$ cat src/rtl/tracker_query_arbiter.sv
// tracker_query_arbiter: round-robin sharing of one signal_tracker query port with setup/strobe/settle sequencing
module tracker_query_arbiter #(
   parameter int NUM_REQ       = 4,
   parameter int SETTLE_CYCLES = 1
) (
   input  logic                  clk,
   input  logic                  rst,
   input  logic [NUM_REQ-1:0]    req_i,
   input  logic [2*NUM_REQ-1:0]  op_i,
   input  logic [32*NUM_REQ-1:0] arg0_i,
   input  logic [32*NUM_REQ-1:0] arg1_i,
   output logic [NUM_REQ-1:0]    gnt_o,
   output logic [NUM_REQ-1:0]    rsp_valid_o,
   input  logic [NUM_REQ-1:0]    rsp_ready_i,
   output logic [63:0]           rsp_data_o,
   output logic                  busy_o,
   output logic [31:0]           value_o,
   output logic [31:0]           range_lo_o,
   output logic [31:0]           range_hi_o,
   output logic [31:0]           cycles_back_o,
   output logic                  recalc_time_o,
   output logic                  recalc_range_o,
   output logic                  recalc_single_o,
   output logic                  recalc_back_o,
   input  logic [63:0]           time_i,
   input  logic                  range_i,
   input  logic [31:0]           single_i,
   input  logic                  recall_i
);
   localparam int IW = $clog2(NUM_REQ);
   localparam int CW = $clog2(SETTLE_CYCLES) + 1;
   typedef enum logic [2:0] {IDLE, SETUP, STROBE, WAIT, CAPTURE, RESPOND} state_t;
   state_t        state_q, state_d;
   logic [IW-1:0] ptr_q, ptr_d, win_q, win_d, sel;
   logic          found;
   logic [1:0]    op_q, op_d, op_sel;
   logic [CW-1:0] cnt_q, cnt_d;
   logic [3:0]    stb_q, stb_d;
   logic [31:0]   value_q, value_d, lo_q, lo_d, hi_q, hi_d, cb_q, cb_d, a0_sel, a1_sel;
   logic [63:0]   data_q, data_d;
   logic [NUM_REQ-1:0] gnt;

   // first requester at or after the pointer, circular
   always_comb begin
      int idx;
      idx = 0;
      sel = ptr_q;
      found = 1'b0;
      for (int k = NUM_REQ - 1; k >= 0; k--) begin
         idx = int'(ptr_q) + k;
         if (idx >= NUM_REQ) idx = idx - NUM_REQ;
         if (req_i[idx]) begin
            sel = IW'(idx);
            found = 1'b1;
         end
      end
   end

   assign op_sel = op_i[2*sel +: 2];
   assign a0_sel = arg0_i[32*sel +: 32];
   assign a1_sel = arg1_i[32*sel +: 32];

   always_comb begin
      state_d = state_q;
      ptr_d = ptr_q;
      win_d = win_q;
      op_d = op_q;
      cnt_d = cnt_q;
      stb_d = '0;
      value_d = value_q;
      lo_d = lo_q;
      hi_d = hi_q;
      cb_d = cb_q;
      data_d = data_q;
      gnt = '0;
      case (state_q)
         IDLE: if (found) begin
            gnt[sel] = 1'b1;
            win_d = sel;
            op_d = op_sel;
            ptr_d = (sel == IW'(NUM_REQ - 1)) ? '0 : sel + 1'b1;
            value_d = (op_sel == 2'd0) ? a0_sel : value_q;
            lo_d = (op_sel == 2'd1 || op_sel == 2'd2) ? a0_sel : lo_q;
            hi_d = (op_sel == 2'd1 || op_sel == 2'd2) ? a1_sel : hi_q;
            cb_d = (op_sel == 2'd3) ? a0_sel : cb_q;
            state_d = SETUP;
         end
         SETUP: begin
            stb_d[op_q] = 1'b1;
            state_d = STROBE;
         end
         STROBE: begin
            cnt_d = CW'(SETTLE_CYCLES - 1);
            state_d = WAIT;
         end
         WAIT: begin
            cnt_d = cnt_q - 1'b1;
            state_d = (cnt_q == '0) ? CAPTURE : WAIT;
         end
         CAPTURE: begin
            data_d = (op_q == 2'd0) ? time_i :
                     (op_q == 2'd1) ? {63'd0, range_i} :
                     (op_q == 2'd2) ? {{32{single_i[31]}}, single_i} : {63'd0, recall_i};
            state_d = RESPOND;
         end
         RESPOND: state_d = rsp_ready_i[win_q] ? IDLE : RESPOND;
         default: state_d = IDLE;
      endcase
   end

   always_ff @(posedge clk) begin
      if (rst) begin
         state_q <= IDLE;
         ptr_q <= '0;
         win_q <= '0;
         op_q <= '0;
         cnt_q <= '0;
         stb_q <= '0;
         value_q <= '0;
         lo_q <= '0;
         hi_q <= '0;
         cb_q <= '0;
         data_q <= '0;
      end else begin
         state_q <= state_d;
         ptr_q <= ptr_d;
         win_q <= win_d;
         op_q <= op_d;
         cnt_q <= cnt_d;
         stb_q <= stb_d;
         value_q <= value_d;
         lo_q <= lo_d;
         hi_q <= hi_d;
         cb_q <= cb_d;
         data_q <= data_d;
      end
   end

   assign gnt_o = rst ? '0 : gnt;
   assign rsp_valid_o = (state_q == RESPOND) ? (NUM_REQ'(1) << win_q) : '0;
   assign rsp_data_o = data_q;
   assign busy_o = state_q != IDLE;
   assign value_o = value_q;
   assign range_lo_o = lo_q;
   assign range_hi_o = hi_q;
   assign cycles_back_o = cb_q;
   assign {recalc_back_o, recalc_single_o, recalc_range_o, recalc_time_o} = stb_q;
endmodule

$ cat config.mk
export PLATFORM = sky130hd
export DESIGN_NAME = tracker_query_arbiter
export DESIGN_NICKNAME = d
export VERILOG_FILES = /design/src/rtl/tracker_query_arbiter.sv
export SDC_FILE = /design/constraint.sdc
export NUM_CORES = 1
export LEC_CHECK = 0
export CAP_MARGIN = 20
export CORE_AREA = 3 3 223 225
export CTS_BUF_LIST = sky130_fd_sc_hd__clkbuf_4 sky130_fd_sc_hd__clkbuf_8 sky130_fd_sc_hd__clkbuf_16
export CTS_CLUSTER_DIAMETER = 200
export DETAILED_ROUTE_END_ITERATION = 10
export DIE_AREA = 0 0 226 228
export MAX_ROUTING_LAYER = met4
export PLACE_DENSITY_LB_ADDON = 0.1
export REMOVE_ABC_BUFFERS = 1
export SETUP_SLACK_MARGIN = 0.05
export SYNTH_ARGS = -nofsm -noshare
export SYNTH_HDL_FRONTEND = slang
export SYNTH_SLANG_ARGS = --single-unit
$ cat constraint.sdc
create_clock -name clk -period 3.2 [get_ports clk]
set_input_delay 0.8 -clock clk [delete_from_list [all_inputs] [get_ports clk]]
set_output_delay 0.8 -clock clk [all_outputs]
set_load 0.1 [all_outputs]
==> impl_metrics.xml, run 1 <==
<?xml version="1.0" encoding="UTF-8"?>
<metrics>
  <group name="pwr">
    <metric name="power.share.switching" unit="%">46.74</metric>
    <metric name="pwr-share-clk" unit="%">24.4</metric>
    <metric name="power_report.internal_total" unit="mW">6.623</metric>
    <metric name="vdd_ir_drop_max" unit="µV">331.4</metric>
    <metric name="switchingPower" unit="mW">5.811</metric>
    <metric name="combPwrFrac" unit="%">49.4</metric>
    <metric name="sequential_power_share" unit="%">26.2</metric>
    <metric name="pwr_density_cell" unit="nW/µm²">725.9</metric>
    <metric name="leakage" unit="nW">6.883</metric>
  </group>
  <group name="route">
    <metric name="drt_first_pass_iters" unit="">4</metric>
    <metric name="avgViaCountPerCell" unit="">4.635</metric>
    <metric name="detail-route-antenna-nets" unit="">0</metric>
    <metric name="num_vias" unit="">10690</metric>
    <metric name="post-route-drc-count" unit="">0</metric>
    <metric name="drt-total-wl" unit="mm">48.45</metric>
    <metric name="detail_route.iter0.violations" unit="">467</metric>
    <metric name="wire_per_inst" unit="µm">21.00</metric>
  </group>
  <group name="setup_path">
    <metric name="worst_ep_arrival_time" unit="ns">2.28</metric>
    <metric name="worst_path_largest_cell_delay" unit="ns">0.27</metric>
    <metric name="timing_worst_setup_path_type" unit="">in -&gt; out</metric>
    <metric name="critical_path_buf_inv_count" unit="">5</metric>
    <metric name="rr_startpoint" unit="">ptr_q[0]</metric>
    <metric name="regToRegSetupSlack" unit="ns">0.38</metric>
    <metric name="cp_cell_sequence" unit="">dlygate4sd2_1, buf_4, a211o_1, nand3_4, inv_2, buf_6, ha_1, and2_4, buf_12</metric>
    <metric name="worst_setup_path_start_kind" unit="">input pin</metric>
    <metric name="timing.critical_path.depth" unit="">9</metric>
    <metric name="worstPathRequired" unit="ns">2.40</metric>
    <metric name="critical_path.max_fanout" unit="">5</metric>
    <metric name="crit_family" unit="">buffers and inverters</metric>
    <metric name="cpMaxStageDelayCell" unit="">sky130_fd_sc_hd__a211o_1</metric>
    <metric name="reg2reg_to" unit="">range_lo_o[9]</metric>
    <metric name="endpoint_kind" unit="">output port</metric>
    <metric name="timing.reg2reg.worst_path_depth" unit="">13</metric>
  </group>
  <group name="sta">
    <metric name="timing.final.ws_setup" unit="ns">0.1180</metric>
    <metric name="slew-limit-headroom" unit="%">46.46</metric>
    <metric name="rsz_0062_raised_after_global_routing" unit="">false</metric>
    <metric name="final_period_minus_worst_setup_slack" unit="ns">3.082</metric>
    <metric name="fin_skew" unit="ns">0.01293</metric>
    <metric name="hold_ws" unit="ns">0.4568</metric>
    <metric name="achievable-frequency" unit="MHz">324.5</metric>
    <metric name="fin_tns_setup" unit="ns">0</metric>
    <metric name="finalSetupViolCount" unit="">0</metric>
    <metric name="finalMaxSlewViolations" unit="">0</metric>
    <metric name="post-route-period-util" unit="%">96.31</metric>
    <metric name="finalHoldViolations" unit="">0</metric>
    <metric name="max_slew.worst_pin.slew" unit="ns">0.8031</metric>
  </group>
  <group name="clocking">
    <metric name="cts.reportedPaths.clkPinSlew" unit="ns">0.05</metric>
    <metric name="cts_tree" unit="">built</metric>
    <metric name="clk-insertion-delay-late" unit="ns">0.55</metric>
    <metric name="h_tree_depth" unit="">1</metric>
    <metric name="clock_tree.buffer_depth" unit="">3</metric>
    <metric name="clk_root_buffer_cell" unit="">sky130_fd_sc_hd__clkbuf_16</metric>
    <metric name="cts_made_buffers" unit="">28</metric>
    <metric name="sinks_on_the_clock_net" unit="">206</metric>
  </group>
  <group name="hold_path">
    <metric name="min-delay-start" unit="">rsp_data_o[0]</metric>
    <metric name="hold_path_class" unit="">reg -&gt; reg</metric>
    <metric name="whs_endpoint" unit="">rsp_data_o[0]</metric>
    <metric name="min_path_cells" unit="">2</metric>
  </group>
  <group name="logic_synthesis">
    <metric name="number_of_synthesized_flops_with_an_enable_pin" unit="">0</metric>
    <metric name="ys_seq_elements" unit="">206</metric>
    <metric name="number_of_cells_produced_by_synthesis" unit="">1052</metric>
    <metric name="ys_async_sr_fraction" unit="%">0</metric>
    <metric name="avg_cell_area_syn" unit="µm²">9.041</metric>
    <metric name="synth_cell_type_count" unit="">49</metric>
    <metric name="postSynth.topFlopCell" unit="">sky130_fd_sc_hd__dfxtp_1</metric>
    <metric name="synth.cell_area" unit="µm²">9512</metric>
    <metric name="synth.yosys.warnings" unit="">0</metric>
    <metric name="seq_total_area_yosys" unit="%">43.36</metric>
  </group>
  <group name="floorplanning">
    <metric name="num_io_pins" unit="">577</metric>
    <metric name="dieArea" unit="µm²">51530</metric>
    <metric name="fp.dieH" unit="µm">228</metric>
    <metric name="rows" unit="">80</metric>
    <metric name="coreArea" unit="µm²">47750</metric>
    <metric name="floorplan.die.width" unit="µm">226</metric>
    <metric name="initial_util" unit="%">19.92</metric>
  </group>
  <group name="global_route">
    <metric name="grt_start_max_net_pins" unit="">57</metric>
    <metric name="vias_in_the_first_global_route" unit="">11170</metric>
    <metric name="grt_pass1_wl" unit="mm">71.90</metric>
    <metric name="groute.usage.overall" unit="%">18.57</metric>
    <metric name="number_of_antenna_violations_at_the_first_check_in_global_routing" unit="">2</metric>
    <metric name="grt-ovfl-total" unit="">0</metric>
  </group>
  <group name="placed_design">
    <metric name="dp_hpwl" unit="mm">35.91</metric>
    <metric name="dp_slack" unit="ns">-0.5951</metric>
    <metric name="placed_cell_area" unit="µm²">16120</metric>
    <metric name="port_buffers" unit="">576</metric>
    <metric name="routabilityCongestion" unit="">0.7819</metric>
  </group>
  <group name="layout">
    <metric name="areaGrowthSynthToFinish" unit="%">80.08</metric>
    <metric name="finalInstanceArea" unit="µm²">17130</metric>
    <metric name="final_nets" unit="">2048</metric>
    <metric name="fillCellCount" unit="">4936</metric>
    <metric name="layout-drive-gt1-share" unit="%">25.03</metric>
  </group>
  <group name="job">
    <metric name="max_capacitance_violation_total" unit="">0</metric>
  </group>
  <group name="outcome">
    <metric name="run_status" unit="">completed</metric>
  </group>
</metrics>
-- metrics by stage --
step	total power [mW]	std cells	util, %
floorplan	7.251	957	-
global placement	9.456	2249	33.77
detailed placement	9.464	2249	33.77
CTS	12.61	2302	35.79
global route	12.98	2307	35.88
finish	12.43	2307	35.88
-- worst min-delay path, stage by stage (launching register included) --
cell                      delay, ns
sky130_fd_sc_hd__dfxtp_1       0.30
sky130_fd_sc_hd__nand2_1       0.05
sky130_fd_sc_hd__a21oi_1       0.05
-- worst max path at each step --
stage          startpoint  slack (ns)            end
3_3_place_gp     req_i[0]       -0.47    value_o[26]
2_1_floorplan    req_i[0]       -1.43       gnt_o[3]
4_1_cts          req_i[3]        0.02       gnt_o[3]
3_5_place_dp     req_i[2]       -0.60  range_lo_o[9]
5_1_grt          req_i[1]        0.05       gnt_o[3]
6_report         req_i[1]        0.12       gnt_o[3]
-- state kept, by name, indices dropped and copies added, names as in the netlist --
| name | cells |
|---|---|
| rsp_data_o | 64 |
| cycles_back_o | 32 |
| range_hi_o | 32 |
| range_lo_o | 32 |
| value_o | 32 |
| stb_q | 4 |
| state_q | 3 |
| op_q | 2 |
| ptr_q | 2 |
| win_q | 2 |
| cnt_q | 1 |
-- final cells by class --
type / count / area [µm²] / share of cell area, %
inverters: 4 / 17.52 / 0.1023
repair buffers: 683 / 6280 / 36.66
flip-flops and latches: 206 / 4129 / 24.11
well taps: 615 / 769.5 / 4.492
multi-input cells: 747 / 5022 / 29.32
clock inverters: 10 / 60.06 / 0.3506
diodes: 2 / 5.005 / 0.02922
clock buffers: 40 / 845.8 / 4.938
-- cell families (layout without fill, tap and decap cells) --
kind of cell	Yosys count	count (layout)	synth area share (%)
other	0	2	0
flip-flops	206	206	43.36
AO/OA/AOI/OAI	282	282	20.72
adder cells (fa/ha/maj)	6	6	0.7892
multiplexers	128	128	14.15
AND/OR/NAND/NOR	331	331	16.10
buffers and inverters	99	737	4.880
-- layout by cell type (no fill, tap or decap), drive strengths merged, types with 2 or more instances in the layout --
master,netlist,final
nor4b,2,2
mux2i,94,94
nor3,67,67
clkinv,0,8
buf,45,314
a31o,2,2
nor4,2,2
clkbuf,50,42
o221ai,96,96
a21oi,106,106
and2,7,7
nand2,111,111
nand2b,4,4
mux4,2,2
a221o,32,32
clkdlybuf4s50,0,366
nand3b,2,2
dfxtp,206,206
inv,4,5
diode,0,2
nor2,74,74
ha,6,6
mux2,32,32
nor3b,6,6
nand3,45,45
nor2b,5,5
o21a,2,2
o21ai,39,39
-- power by group through the flow --
stage | Sequential [mW] | Clock [mW] | Combinational, mW
floorplan | 5.98 | 0 | 1.27
CTS | 3.26 | 3.15 | 6.19
global placement | 3.30 | 0 | 6.15
finish | 3.26 | 3.03 | 6.14
detailed placement | 3.30 | 0 | 6.16
global route | 3.31 | 3.24 | 6.43
-- repair_timing --
action,4_1_cts,5_1_grt
setup buffers,3,3
pin swaps,5,5
endpoints found under the hold margin,0,0
endpoints found under the setup margin,35,5
gates resized for setup,18,12
hold buffers,0,0
-- cell usage after synthesis, types with 2 or more instances --
cell                         n  area, µm²
sky130_fd_sc_hd__a31o_1      2      17.52
sky130_fd_sc_hd__nor2b_1     5      31.28
sky130_fd_sc_hd__buf_1       7      26.28
sky130_fd_sc_hd__buf_4       4      30.03
sky130_fd_sc_hd__mux2i_1    94      940.9
sky130_fd_sc_hd__a221o_1    32      320.3
sky130_fd_sc_hd__dfxtp_1   206       4124
sky130_fd_sc_hd__nand2_1   111      416.7
sky130_fd_sc_hd__clkbuf_1   48      180.2
sky130_fd_sc_hd__a21oi_1   105      525.5
sky130_fd_sc_hd__o21a_1      2      15.01
sky130_fd_sc_hd__nor3_1     66      330.3
sky130_fd_sc_hd__mux2_2     28      315.3
sky130_fd_sc_hd__inv_1       3      11.26
sky130_fd_sc_hd__nand3b_1    2      15.01
sky130_fd_sc_hd__buf_6       4      45.04
sky130_fd_sc_hd__ha_1        6      75.07
sky130_fd_sc_hd__nor3b_1     6      45.04
sky130_fd_sc_hd__o221ai_1   96      840.8
sky130_fd_sc_hd__mux4_2      2      45.04
sky130_fd_sc_hd__o21ai_0    38      190.2
sky130_fd_sc_hd__nor2_1     72      270.3
sky130_fd_sc_hd__clkbuf_4    2      15.01
sky130_fd_sc_hd__nand2b_1    4      25.02
sky130_fd_sc_hd__and2_1      7      43.79
sky130_fd_sc_hd__mux2_1      4      45.04
sky130_fd_sc_hd__buf_2      30      150.1
sky130_fd_sc_hd__nand3_1    45      225.2
-- layer usage --
layer	track usage, %	routed length (µm)	vias up
met5	-	0	-
met2	32.47	24280	379
met4	4.052	1116	0
met3	5.516	4111	61
li1	-	-	5163
met1	20.84	18940	5091
No activity file was read; power rests on OpenSTA's default activity.
==> run 2: changes to the inputs <==
--- a/config.mk
+++ b/config.mk
@@ -13,6 +13,7 @@
 export DIE_AREA = 0 0 226 228
 export MAX_ROUTING_LAYER = met4
 export PLACE_DENSITY_LB_ADDON = 0.1
+export RECOVER_POWER = 25
 export REMOVE_ABC_BUFFERS = 1
 export SETUP_SLACK_MARGIN = 0.05
 export SYNTH_ARGS = -nofsm -noshare
==> run 2 against run 1 <==
Effect of this change: clock-buffer cell count unchanged; register-to-register slack about the same; sequential share of layout area increased by 0.24 points; power fell by 0.29%; maximum frequency barely moved; combinational power decreased by 0.7%; critical path depth unchanged; critical endpoint unchanged.
==> impl_metrics.xml, run 2 (synthesis results as in run 1) <==
<?xml version="1.0" encoding="UTF-8"?>
<metrics>
  <group name="clocking">
    <metric name="sinks_on_the_clock_net" unit="">206</metric>
    <metric name="cts_made_buffers" unit="">28</metric>
    <metric name="cts_tree" unit="">built</metric>
    <metric name="h_tree_depth" unit="">1</metric>
    <metric name="cts.reportedPaths.clkPinSlew" unit="ns">0.05</metric>
    <metric name="post_cts_hold_buffer_count" unit="">0</metric>
    <metric name="clk_root_buffer_cell" unit="">sky130_fd_sc_hd__clkbuf_16</metric>
    <metric name="clk-insertion-delay-late" unit="ns">0.55</metric>
    <metric name="clock_tree.buffer_depth" unit="">3</metric>
  </group>
  <group name="layout">
    <metric name="final_nets" unit="">2048</metric>
    <metric name="layout-drive-gt1-share" unit="%">22.31</metric>
    <metric name="areaGrowthSynthToFinish" unit="%">78.28</metric>
    <metric name="final-seq-area" unit="µm²">4129</metric>
    <metric name="layout.cells.most_common_list" unit="">366 x sky130_fd_sc_hd__clkdlybuf4s50_1, 246 x sky130_fd_sc_hd__buf_4, 204 x sky130_fd_sc_hd__dfxtp_1</metric>
    <metric name="largest_register_ff_count" unit="">64</metric>
    <metric name="layout_commonest_cell" unit="">sky130_fd_sc_hd__clkdlybuf4s50_1</metric>
    <metric name="multiInputGateArea" unit="µm²">5020</metric>
    <metric name="instances_no_fill" unit="">2307</metric>
    <metric name="fillCellCount" unit="">4970</metric>
  </group>
  <group name="job">
    <metric name="max_capacitance_violation_total" unit="">0</metric>
  </group>
  <group name="floorplanning">
    <metric name="coreArea" unit="µm²">47750</metric>
    <metric name="initial_util" unit="%">19.92</metric>
    <metric name="dieArea" unit="µm²">51530</metric>
    <metric name="rows" unit="">80</metric>
    <metric name="fp.dieH" unit="µm">228</metric>
    <metric name="num_io_pins" unit="">577</metric>
    <metric name="floorplan.die.width" unit="µm">226</metric>
  </group>
  <group name="sta">
    <metric name="final_period_minus_worst_setup_slack" unit="ns">3.082</metric>
    <metric name="rsz_0062_raised_after_global_routing" unit="">false</metric>
    <metric name="finalMaxSlewViolations" unit="">0</metric>
    <metric name="max_slew.worst_pin.slew" unit="ns">1.359</metric>
    <metric name="achievable-frequency" unit="MHz">324.5</metric>
    <metric name="finalHoldViolations" unit="">0</metric>
    <metric name="hold_ws" unit="ns">0.4564</metric>
    <metric name="post-route-period-util" unit="%">96.30</metric>
    <metric name="finalSetupViolCount" unit="">0</metric>
    <metric name="slew-limit-headroom" unit="%">9.389</metric>
    <metric name="fin_skew" unit="ns">0.01228</metric>
  </group>
  <group name="route">
    <metric name="detail_route.iter0.violations" unit="">489</metric>
    <metric name="detail-route-antenna-nets" unit="">0</metric>
    <metric name="num_vias" unit="">10680</metric>
    <metric name="wire_per_inst" unit="µm">21.01</metric>
    <metric name="drt-total-wl" unit="mm">48.48</metric>
    <metric name="post-route-drc-count" unit="">0</metric>
    <metric name="drt_first_pass_iters" unit="">4</metric>
    <metric name="avgViaCountPerCell" unit="">4.629</metric>
  </group>
  <group name="global_route">
    <metric name="number_of_antenna_violations_at_the_first_check_in_global_routing" unit="">2</metric>
    <metric name="grt_start_max_net_pins" unit="">57</metric>
    <metric name="grt_pass1_wl" unit="mm">71.90</metric>
    <metric name="grt-ovfl-total" unit="">0</metric>
    <metric name="vias_in_the_first_global_route" unit="">11170</metric>
    <metric name="groute.usage.overall" unit="%">18.57</metric>
  </group>
  <group name="pwr">
    <metric name="pwr-share-clk" unit="%">24.5</metric>
    <metric name="vdd_ir_drop_max" unit="µV">331.8</metric>
    <metric name="power_report.internal_total" unit="mW">6.581</metric>
    <metric name="combPwrFrac" unit="%">49.2</metric>
    <metric name="sequential_power_share" unit="%">26.3</metric>
    <metric name="leakage" unit="nW">6.694</metric>
    <metric name="power.share.switching" unit="%">46.92</metric>
    <metric name="pwr_density_cell" unit="nW/µm²">731.1</metric>
    <metric name="switchingPower" unit="mW">5.817</metric>
  </group>
  <group name="placed_design">
    <metric name="placed_cells" unit="">2249</metric>
    <metric name="routabilityCongestion" unit="">0.7819</metric>
    <metric name="dp_hpwl" unit="mm">35.91</metric>
    <metric name="port_buffers" unit="">576</metric>
  </group>
  <group name="setup_path">
    <metric name="endpoint_kind" unit="">output port</metric>
    <metric name="timing_worst_setup_path_type" unit="">in -&gt; out</metric>
    <metric name="worst_setup_path_start_kind" unit="">input pin</metric>
    <metric name="critical_path.max_fanout" unit="">5</metric>
    <metric name="worst_ep_arrival_time" unit="ns">2.28</metric>
    <metric name="worstPathRequired" unit="ns">2.40</metric>
  </group>
  <group name="outcome">
    <metric name="run_status" unit="">completed</metric>
  </group>
  <group name="hold_path">
    <metric name="hold_path_class" unit="">reg -&gt; reg</metric>
  </group>
</metrics>
[run 2: layout make-up]
| cell class | instances | area share [%] |
|---|---|---|
| repair buffers | 683 | 36.04 |
| multi-input cells | 747 | 29.60 |
| flip-flops and latches | 206 | 24.35 |
| clock buffers | 40 | 4.988 |
| well taps | 615 | 4.538 |
| clock inverters | 10 | 0.3542 |
| inverters | 4 | 0.1033 |
| diodes | 2 | 0.02951 |
[run 2: worst max-delay path, stage by stage]
cell and delay [ns]:
sky130_fd_sc_hd__dlygate4sd2_1 0.26, sky130_fd_sc_hd__buf_4 0.16, sky130_fd_sc_hd__a211o_1 0.27, sky130_fd_sc_hd__nand3_4 0.11, sky130_fd_sc_hd__inv_2 0.06, sky130_fd_sc_hd__buf_6 0.13, sky130_fd_sc_hd__ha_1 0.18, sky130_fd_sc_hd__and2_4 0.14
sky130_fd_sc_hd__buf_12 0.15
[run 2: path summary, 6_finish.rpt]
path / from / end / slack, ns / depth (start not counted)
max reg2reg: ptr_q[0] / range_lo_o[16] / 0.37 / 13
min reg2reg: rsp_data_o[0] / rsp_data_o[0] / 0.46 / 2
max: req_i[1] / gnt_o[3] / 0.12 / 9
min: rsp_data_o[0] / rsp_data_o[0] / 0.46 / 2
[run 2: stage by stage]
stage	total power [mW]	area [µm²]	TNS, ns	util [%]	worst slack (ns)
2_1_floorplan	7.251	9065	-149.54	-	-1.433
3_3_place_gp	9.456	16120	-50.54	33.77	-0.4673
3_5_place_dp	9.464	16120	-57.21	33.77	-0.5951
4_1_cts	12.61	17090	0	35.79	0.02239
5_1_grt	12.94	16960	0	35.52	0.05063
6_report	12.40	16960	0	35.52	0.1183
[run 2: power groups by stage]
stage	registers (mW)	logic, mW	clock network [mW]
CTS	3.26	6.19	3.15
global placement	3.30	6.15	0
global route	3.31	6.39	3.24
detailed placement	3.30	6.16	0
floorplan	5.98	1.27	0
finish	3.26	6.10	3.04
[run 2: what timing repair did]
action | 4_1_cts | 5_1_grt
setup endpoints to repair | 35 | 5
pin swaps | 5 | 5
gates resized for setup | 18 | 12
setup buffers | 3 | 3
[run 2: metal layers]
layer	vias to the layer above	GRT usage (%)	wire, µm
met5	-	-	0
met4	0	4.052	1160
met3	65	5.516	3937
met2	367	32.47	24370
met1	5082	20.84	19010
li1	5164	-	-
